[src/rtl/tristate_pkg.sv]
// Shared types and helpers for tristate bus controllers: FSM states,
// parameter legality checks, index width and one-hot encoding.
package tristate_pkg;

   typedef enum logic [1:0] {
      ST_IDLE  = 2'd0,
      ST_GRANT = 2'd1,
      ST_TURN  = 2'd2
   } state_e;

   localparam int unsigned MAX_REQ      = 16;
   localparam int unsigned HOLD_W       = 8;
   localparam int unsigned TURN_W       = 3;
   localparam int unsigned MIN_REQ      = 2;
   localparam int unsigned MAX_TURN     = 7;
   localparam int unsigned MAX_HOLD_LIM = 255;

   function automatic int unsigned idx_w(input int unsigned n);
      return (n < 2) ? 1 : $clog2(n);
   endfunction

   function automatic bit params_ok(input int unsigned n,
                                    input int unsigned ta,
                                    input int unsigned mh);
      return (n >= MIN_REQ) && (n <= MAX_REQ) &&
             (ta >= 1) && (ta <= MAX_TURN) &&
             (mh >= 1) && (mh <= MAX_HOLD_LIM);
   endfunction

   function automatic logic [MAX_REQ-1:0] onehot(input logic [3:0] idx);
      return MAX_REQ'(1) << idx;
   endfunction

endpackage

[src/rtl/tristate_bus_arbiter_rr_pick.sv]
// Combinational round-robin picker: first set request at or above the
// pointer, wrapping modulo N.
module rr_pick
   import tristate_pkg::*;
#(
   parameter int unsigned N  = 4,
   parameter int unsigned IW = idx_w(N)
) (
   input  logic [N-1:0]  req_i,
   input  logic [IW-1:0] ptr_i,
   output logic [IW-1:0] idx_c,
   output logic          found_c
);

   int unsigned pos;

   always_comb begin
      found_c = 1'b0;
      idx_c   = '0;
      pos     = 0;
      for (int unsigned k = 0; k < N; k++) begin
         pos = (32'(ptr_i) + k) % N;
         if (!found_c && req_i[IW'(pos)]) begin
            found_c = 1'b1;
            idx_c   = IW'(pos);
         end
      end
   end

endmodule

[src/rtl/tristate_bus_arbiter.sv]
// Round-robin owner selection for a shared tristate bus: one-hot drive
// enables, dead cycles between owners, and hold-limit preemption.
module tristate_bus_arbiter
   import tristate_pkg::*;
#(
   parameter int unsigned N_REQ      = 4,
   parameter int unsigned TURNAROUND = 1,
   parameter int unsigned MAX_HOLD   = 16
) (
   input  logic                       clk,
   input  logic                       rst,
   input  logic [N_REQ-1:0]           req,
   output logic [N_REQ-1:0]           grant,
   output logic [idx_w(N_REQ)-1:0]    owner,
   output logic                       busy,
   output logic                       preempt
);

   localparam int unsigned IW = idx_w(N_REQ);

   generate
      if (!params_ok(N_REQ, TURNAROUND, MAX_HOLD)) begin : g_bad_params
         $error("tristate_bus_arbiter: parameter out of range");
      end
   endgenerate

   state_e              state_q, state_d;
   logic [IW-1:0]       ptr_q, ptr_d;
   logic [HOLD_W-1:0]   hold_q, hold_d;
   logic [TURN_W-1:0]   turn_q, turn_d;
   logic [N_REQ-1:0]    grant_q, grant_d;
   logic [IW-1:0]       owner_q, owner_d;
   logic                busy_q, busy_d;
   logic                preempt_q, preempt_d;

   logic [IW-1:0]       pick_idx;
   logic                pick_found;

   rr_pick #(.N(N_REQ), .IW(IW)) u_pick (
      .req_i   (req),
      .ptr_i   (ptr_q),
      .idx_c   (pick_idx),
      .found_c (pick_found)
   );

   always_ff @(posedge clk or posedge rst) begin
      if (rst) begin
         state_q   <= ST_IDLE;
         ptr_q     <= '0;
         hold_q    <= '0;
         turn_q    <= '0;
         grant_q   <= '0;
         owner_q   <= '0;
         busy_q    <= 1'b0;
         preempt_q <= 1'b0;
      end else begin
         state_q   <= state_d;
         ptr_q     <= ptr_d;
         hold_q    <= hold_d;
         turn_q    <= turn_d;
         grant_q   <= grant_d;
         owner_q   <= owner_d;
         busy_q    <= busy_d;
         preempt_q <= preempt_d;
      end
   end

   always_comb begin
      state_d   = state_q;
      ptr_d     = ptr_q;
      hold_d    = hold_q;
      turn_d    = turn_q;
      grant_d   = grant_q;
      owner_d   = owner_q;
      busy_d    = busy_q;
      preempt_d = 1'b0;

      // Shared by IDLE and the final TURN edge: grant the round-robin pick.
      if ((state_q == ST_IDLE) ||
          ((state_q == ST_TURN) && (turn_q == TURN_W'(TURNAROUND)))) begin
         if (pick_found) begin
            state_d = ST_GRANT;
            grant_d = N_REQ'(onehot(4'(pick_idx)));
            owner_d = pick_idx;
            busy_d  = 1'b1;
            hold_d  = HOLD_W'(1);
            ptr_d   = (pick_idx == IW'(N_REQ - 1)) ? '0 : pick_idx + IW'(1);
         end else begin
            state_d = ST_IDLE;
         end
      end

      case (state_q)
         ST_GRANT: begin
            if (!req[owner_q]) begin
               state_d = ST_TURN;
               grant_d = '0;
               busy_d  = 1'b0;
               turn_d  = TURN_W'(1);
            end else if ((hold_q == HOLD_W'(MAX_HOLD)) && ((req & ~grant_q) != '0)) begin
               state_d   = ST_TURN;
               grant_d   = '0;
               busy_d    = 1'b0;
               turn_d    = TURN_W'(1);
               preempt_d = 1'b1;
            end else if (hold_q != HOLD_W'(MAX_HOLD)) begin
               hold_d = hold_q + HOLD_W'(1);
            end
         end
         ST_TURN: begin
            if (turn_q != TURN_W'(TURNAROUND)) begin
               turn_d = turn_q + TURN_W'(1);
            end
         end
         default: ;
      endcase
   end

   assign grant   = grant_q;
   assign owner   = owner_q;
   assign busy    = busy_q;
   assign preempt = preempt_q;

endmodule
[config.mk]
export PLATFORM = sky130hd
export DESIGN_NAME = tristate_bus_arbiter
export DESIGN_NICKNAME = d
export VERILOG_FILES = /design/src/rtl/tristate_pkg.sv /design/src/rtl/tristate_bus_arbiter_rr_pick.sv /design/src/rtl/tristate_bus_arbiter.sv
export SDC_FILE = /design/constraint.sdc
export NUM_CORES = 1
export LEC_CHECK = 0
export CAP_MARGIN = 20
export CELL_PAD_IN_SITES_DETAIL_PLACEMENT = 0
export CELL_PAD_IN_SITES_GLOBAL_PLACEMENT = 1
export CORE_UTILIZATION = 35
export DETAILED_ROUTE_END_ITERATION = 8
export PLACE_DENSITY_LB_ADDON = 0.12
export SLEW_MARGIN = 30
export SYNTH_ARGS = -nofsm -noshare
export SYNTH_HDL_FRONTEND = slang
export SYNTH_HIERARCHICAL = 1
export SYNTH_SLANG_ARGS = --single-unit
[constraint.sdc]
create_clock -name clk -period 2.2 [get_ports clk]
set_clock_uncertainty 0.2 [all_clocks]
set_input_delay 0.22 -clock clk [delete_from_list [all_inputs] [get_ports clk]]
set_output_delay 0.22 -clock clk [all_outputs]
set_load 0.02 [all_outputs]
==> results of run 1 <==
==> metrics by stage <==
stage | total power [mW] | cells | utilization | setup slack [ns] | hold slack, ns
after floorplan | 1.48 | 151 | - | 0.289 | 0.0219
after detailed placement | 1.86 | 219 | 0.420 | -0.00564 | 0.299
after global routing | 2.30 | 223 | 0.431 | 0.0940 | 0.133
after CTS | 2.13 | 223 | 0.431 | 0.196 | 0.0986
after global placement | 1.84 | 219 | 0.420 | 0.0349 | 0.292
final | 2.10 | 223 | 0.431 | 0.206 | 0.0856
==> area by class of cell <==
| class | instances | area share |
|---|---|---|
| repair buffers | 20 | 0.106 |
| multi-input cells | 109 | 0.461 |
| clock buffers | 4 | 0.0261 |
| inverters | 17 | 0.0370 |
| flip-flops and latches | 23 | 0.334 |
| well taps | 50 | 0.0363 |
==> critical path: cells and delay by family (launching register included) <==
kind	cells	cell delay, ns
AND/OR/NAND/NOR	3	0.85
multiplexers	1	0.32
flip-flops	1	0.45
AO/OA/AOI/OAI	1	0.07
==> cells by family (layout without fill, tap and decap cells) <==
| logic type | after synthesis | after routing |
|---|---|---|
| and+or+nand+nor | 54 | 54 |
| AOI/OAI and AO/OA | 38 | 38 |
| DFF | 23 | 23 |
| buffers and inverters | 19 | 41 |
| adders and majority gates | 11 | 11 |
| muxes | 5 | 5 |
| xor gates and xnor gates | 1 | 1 |
==> cells in the mapped netlist, types with 2 or more instances <==
cell / instances
sky130_fd_sc_hd__nand2b_1: 6
sky130_fd_sc_hd__a21oi_1: 13
sky130_fd_sc_hd__mux2i_1: 3
sky130_fd_sc_hd__nor3_2: 2
sky130_fd_sc_hd__o21ai_0: 6
sky130_fd_sc_hd__dfrtp_1: 23
sky130_fd_sc_hd__nor2b_1: 2
sky130_fd_sc_hd__nand2_1: 21
sky130_fd_sc_hd__o21ai_1: 2
sky130_fd_sc_hd__ha_1: 11
sky130_fd_sc_hd__a21o_1: 2
sky130_fd_sc_hd__inv_1: 16
sky130_fd_sc_hd__nor2_1: 6
sky130_fd_sc_hd__nand3_1: 4
sky130_fd_sc_hd__o31ai_1: 2
sky130_fd_sc_hd__and3_1: 3
sky130_fd_sc_hd__a211o_1: 2
==> final timing paths <==
check,start,endpoint,slack (ns),cells after the start
min in group clk,busy$_DFF_PP0_,busy$_DFF_PP0_,0.31,2
worst max-delay path,hold_q[5]$_DFF_PP0_,turn_q[0]$_DFFE_PP0P_,0.21,5
max in group asynchronous,rst,grant[2]$_DFF_PP0_,1.48,3
worst min register to register,busy$_DFF_PP0_,busy$_DFF_PP0_,0.31,2
worst max register to register,hold_q[5]$_DFF_PP0_,turn_q[0]$_DFFE_PP0P_,0.21,5
worst min-delay path,rst,hold_q[6]$_DFF_PP0_,0.09,3
==> flip-flops by register name (all words and copies together) (netlist names) <==
signal,cells
busy,1
preempt,1
owner,2
hold_q,8
grant,4
turn_q,3
state_q,2
ptr_q,2
==> power groups by stage <==
stage	Clock (mW)	Sequential [mW]	Combinational (mW)
floorplan	0	0.729	0.746
global placement	0	0.692	1.15
detailed placement	0	0.694	1.16
CTS	0.282	0.686	1.17
global route	0.302	0.702	1.30
finish	0.270	0.681	1.15
==> routing by layer <==
layer | share of wire | wire [microns] | up-vias | global-route usage
li1 | - | - | 561 | -
met1 | 0.50 | 1440 | 517 | 0.196
met2 | 0.47 | 1360 | 14 | 0.241
met3 | 0.027 | 79 | 2 | 0.0379
met4 | 0.0072 | 21 | 0 | 0.0319
met5 | 0 | 0 | - | 0
==> flow_metrics.py, run 1 <==
metrics = {
    "cts": {
        "clkSlewWorstSetupHoldPaths_ns": 0.09,
        "cts.root.buffer_cell": "sky130_fd_sc_hd__clkbuf_8",
        "clkLatencyLatePin_ns": 0.26,
        "cts_setup_buffers": 0,
        "cts_tree": "yes",
        "max-clock-path-buffers": 2,
        "cts_hold_repair.buffers": 0,
        "cts.repair.resized": 0,
        "tritoncts.num_buffers": 3,
        "h-tree-depth": 1,
        "clock_sink_count": 23,
    },
    "global_routing": {
        "globalRoute.totalOverflow": 0,
        "pin_count_of_the_biggest_net_entering_global_routing": 24,
        "grt_usage": 0.148,
        "first_pass_grt_wire_length_microns": 4860,
        "initial_antenna_violation_count": 0,
        "first_global_vias": 1021,
    },
    "cells_and_area": {
        "final.fill_count": 387,
        "antenna_cells_inserted": 0,
        "post_route_cells_drive_above_1_share": 0.156,
        "area_growth_syn_to_layout_pct": 19.0,
        "final_cell_mix": "23 x sky130_fd_sc_hd__dfrtp_1, 21 x sky130_fd_sc_hd__nand2_1, 16 x sky130_fd_sc_hd__inv_1, 13 x sky130_fd_sc_hd__a21oi_1, 13 x sky130_fd_sc_hd__clkdlybuf4s50_1",
        "multiInputGateArea_sq_um": 796,
        "finish.instance_area_sq_um": 1730,
        "layout.area.seq_sq_um": 576,
        "layout.cells.most_common": "sky130_fd_sc_hd__dfrtp_1",
        "finalNetCount": 191,
    },
    "critical_path": {
        "critPathLaunchType": "flop",
        "worst_ep_required_time_ns": 2.15,
        "crit_path_arrival_time_ns": 1.95,
        "critical-path-max-stage-delay_ns": 0.45,
        "critPathCaptureType": "flop",
        "timing.critical_path.cells": "nor4b_2, and3_4, a21oi_4, nor3b_4, mux2_4",
        "path_class": "flop to flop",
        "critical_path.max_fanout": 6,
        "cpMaxStageDelayCell": "sky130_fd_sc_hd__dfrtp_1",
    },
    "pwr": {
        "power_per_cell_area_nw_per_um2": 1220,
        "intPower_mw": 1.21,
        "switching_share": 0.426,
        "ir_drop_uv": 435,
        "share_comb_of_total_power": 0.547,
        "share_seq_of_total_power": 0.325,
        "power.leakage_nw": 0.821,
        "p_sw_mw": 0.894,
        "clkPwrFrac": 0.129,
    },
    "sta": {
        "final_min_period_over_clock_period": 0.906,
        "fin_setup_tns_ns": 0,
        "grt_setup_unrepaired": "false",
        "max_freq_mhz": 502,
        "final_max_slew_viol_count": 0,
        "setup_violations": 0,
        "timing.max_slew.rel_slack": 0.728,
        "finalWorstPathRequiredPeriod_ns": 1.99,
        "final_hold_viol_count": 0,
        "worst-slew-pin-transition_ns": 0.407,
    },
    "synth": {
        "postSynthAreaPerCell_sq_um": 9.60,
        "synth-edff-count": 0,
        "postSynthRegisterBits": 23,
        "post_synth_mux_area_share": 0.0388,
        "asyncSetResetFlopFracSynth": 1.00,
        "synth.distinct_cells": 44,
        "synth_xor_area_frac": 0.00604,
        "syn-instance-count": 151,
        "number_of_nets_in_the_synthesized_netlist": 168,
        "share_of_the_synthesized_area_in_the_top_cell_type": 0.397,
        "area_share_of_and_or_nand_nor_cells_after_synthesis": 0.215,
        "netlist_top_cells_area": "sky130_fd_sc_hd__dfrtp_1 40%, sky130_fd_sc_hd__ha_1 9.5%, sky130_fd_sc_hd__nand2_1 5.4%",
        "netlist_area_sq_um": 1450,
        "combinational_family_with_the_most_area_after_synthesis": "simple AND/OR/NAND/NOR gates",
        "synthFlopType": "sky130_fd_sc_hd__dfrtp_1",
        "synthesis.yosys.warnings": 6,
        "synth_area_leader_cell": "sky130_fd_sc_hd__dfrtp_1",
        "synth_sequential_area_ratio": 0.397,
        "synth_adder_area_share": 0.0949,
        "synth_compound_area_frac": 0.194,
    },
    "drt": {
        "wire_per_inst_microns": 13.0,
        "detail_route.drc_violations": 0,
        "drt_pass1_iterations": 4,
        "vias": 1094,
        "first_iter_violations": 44,
        "route.antenna.remaining_nets": 0,
        "wirelength_microns": 2910,
        "avgViaCountPerCell": 4.91,
    },
    "floorplanning": {
        "floorplan.die_area_sq_um": 4400,
        "effective_utilization_at_floorplan": 0.363,
        "core_area_sq_um": 4000,
        "die-height_microns": 66.4,
        "fp.dieW_microns": 66.4,
        "io_pins": 14,
        "rows": 23,
    },
    "placement": {
        "post-dp-hpwl_microns": 2220,
        "port_buffers": 13,
        "placed_cell_area_sq_um": 1680,
        "routabilityCongestion": 0.794,
    },
    "flow_run": {
        "max_cap_viol_count": 0,
    },
    "worst_hold_path": {
        "min-delay-path-class": "input pin to async pin",
    },
    "outcome": {
        "status": "finished clean",
    },
}
No activity file was read; power rests on OpenSTA's default activity.
==> inputs of run 2 (changes only) <==
CORE_MARGIN = 4   (was not set)
CTS_CLUSTER_SIZE = 12   (was not set)
PLACE_DENSITY = 0.66   (was not set)
PLACE_DENSITY_LB_ADDON = not set   (was 0.12)
==> flow_metrics.py, run 2 (synthesis results as in run 1) <==
metrics = {
    "floorplanning": {
        "floorplan.die_area_sq_um": 5240,
        "effective_utilization_at_floorplan": 0.363,
        "fp.dieW_microns": 72.4,
        "rows": 23,
        "core_area_sq_um": 4000,
        "io_pins": 14,
        "die-height_microns": 72.4,
    },
    "cts": {
        "clkSlewWorstSetupHoldPaths_ns": 0.09,
        "max-clock-path-buffers": 2,
        "h-tree-depth": 1,
        "cts_tree": "yes",
        "cts_setup_buffers": 0,
        "tritoncts.num_buffers": 3,
        "cts.repair.resized": 0,
        "clock_sink_count": 23,
        "cts.root.buffer_cell": "sky130_fd_sc_hd__clkbuf_8",
        "clkLatencyLatePin_ns": 0.26,
        "cts_hold_repair.buffers": 0,
    },
    "cells_and_area": {
        "largest_reg_flops": 8,
        "final_cell_mix": "23 x sky130_fd_sc_hd__dfrtp_1, 21 x sky130_fd_sc_hd__nand2_1, 16 x sky130_fd_sc_hd__inv_1, 13 x sky130_fd_sc_hd__a21oi_1, 13 x sky130_fd_sc_hd__clkdlybuf4s50_1",
        "final.fill_count": 409,
        "finish.instance_area_sq_um": 1760,
        "finalNetCount": 195,
        "post_route_cells_drive_above_1_share": 0.181,
        "area_growth_syn_to_layout_pct": 21.1,
        "max_flop_register": "hold_q",
        "layout.cells.most_common": "sky130_fd_sc_hd__dfrtp_1",
        "final_core_utilization": 0.439,
        "antenna_cells_inserted": 0,
    },
    "pwr": {
        "power_per_cell_area_nw_per_um2": 1220,
        "ir_drop_uv": 522,
        "design_power_total_mw": 2.14,
        "power.leakage_nw": 0.842,
    },
    "sta": {
        "setup_violations": 0,
        "fin_setup_tns_ns": 0,
        "timing.max_slew.rel_slack": 0.720,
        "final_hold_viol_count": 0,
        "finalWorstPathRequiredPeriod_ns": 2.00,
        "final_max_slew_viol_count": 0,
        "grt_setup_unrepaired": "false",
        "worst-slew-pin-transition_ns": 0.418,
        "max_freq_mhz": 500,
        "hold_ws_ns": 0.0978,
        "final_min_period_over_clock_period": 0.910,
    },
    "drt": {
        "detailroute.wirelength.met2_microns": 1550,
        "drt_pass1_iterations": 4,
        "avgViaCountPerCell": 4.96,
        "wirelength_microns": 3160,
        "route.antenna.remaining_nets": 0,
        "highest-signal-layer": "met4",
        "wire_per_inst_microns": 13.9,
        "first_iter_violations": 63,
        "met3_wirelength_microns": 126,
        "detail_route.drc_violations": 0,
        "wirelength_met1_microns": 1470,
        "vias": 1127,
    },
    "critical_path": {
        "worst_ep_required_time_ns": 2.15,
        "critPathLaunchType": "flop",
        "critPathCaptureType": "flop",
        "crit_path_arrival_time_ns": 1.95,
        "critical_path.max_fanout": 8,
        "worstReg2RegStart": "state_q[1]$_DFF_PP0_",
        "path_class": "flop to flop",
        "worstSetupStartpoint": "state_q[1]$_DFF_PP0_",
    },
    "global_routing": {
        "first_pass_grt_wire_length_microns": 5520,
        "first_global_vias": 1209,
        "grt_usage": 0.133,
        "pin_count_of_the_biggest_net_entering_global_routing": 24,
        "initial_antenna_violation_count": 0,
        "globalRoute.totalOverflow": 0,
    },
    "outcome": {
        "status": "finished clean",
    },
    "flow_run": {
        "max_cap_viol_count": 0,
    },
    "placement": {
        "routabilityCongestion": 0.755,
        "port_buffers": 13,
        "placed_cell_area_sq_um": 1710,
        "post-dp-hpwl_microns": 2460,
    },
    "worst_hold_path": {
        "min-delay-path-class": "input pin to async pin",
    },
}
[run 2: changes by cell type in the layout (fill, tap and decap cells not counted), sizes merged]
cell and change:
buf +4, clkinv +1, clkbuf -1
[run 2: power breakdown]
group / internal, mW / switching, mW
Combinational: 0.548 / 0.646
Sequential: 0.555 / 0.129
Clock: 0.126 / 0.137
Total: 1.23 / 0.912
[run 2: worst paths after layout]
kind	slack, ns	cells after the start	endpoint
min in group clk	0.32	1	hold_q[7]$_DFF_PP0_
setup / recovery	0.20	7	hold_q[6]$_DFF_PP0_
hold / removal	0.1	3	hold_q[6]$_DFF_PP0_
hold reg to reg	0.32	1	hold_q[7]$_DFF_PP0_
max in group asynchronous	1.46	3	owner[0]$_DFFE_PP0P_
setup reg to reg	0.20	7	hold_q[6]$_DFF_PP0_
[run 2: routing by layer]
metal,track usage,vias up
met5,0,-
met4,0.0328,0
met3,0.0249,2
met2,0.233,21
met1,0.168,539
li1,-,565
[run 2: cell type report]
type | count | area [sq um] | share of cell area
Timing Repair Buffer | 24 | 213 | 0.121
Clock buffer | 3 | 41.3 | 0.0235
Clock inverter | 1 | 5.00 | 0.00285
Multi-Input combinational cell | 109 | 796 | 0.453
Inverter | 17 | 63.8 | 0.0363
Tap cell | 50 | 62.6 | 0.0356
Sequential cell | 23 | 576 | 0.328
[run 2: per-stage QoR]
stage | worst slack [ns] | std cells
CTS | 0.185 | 227
floorplan | 0.289 | 151
global placement | 0.0571 | 223
global route | 0.0766 | 227
detailed placement | 0.0205 | 223
finish | 0.199 | 227
[run 2: worst max-delay path: stages, from the launching register on]
cell and delay (ns):
sky130_fd_sc_hd__dfrtp_1 0.40, sky130_fd_sc_hd__inv_1 0.08, sky130_fd_sc_hd__ha_1 0.21, sky130_fd_sc_hd__nand2_1 0.08, sky130_fd_sc_hd__o22a_4 0.27, sky130_fd_sc_hd__nor2_4 0.18
sky130_fd_sc_hd__nor2_1 0.15, sky130_fd_sc_hd__a211o_1 0.31
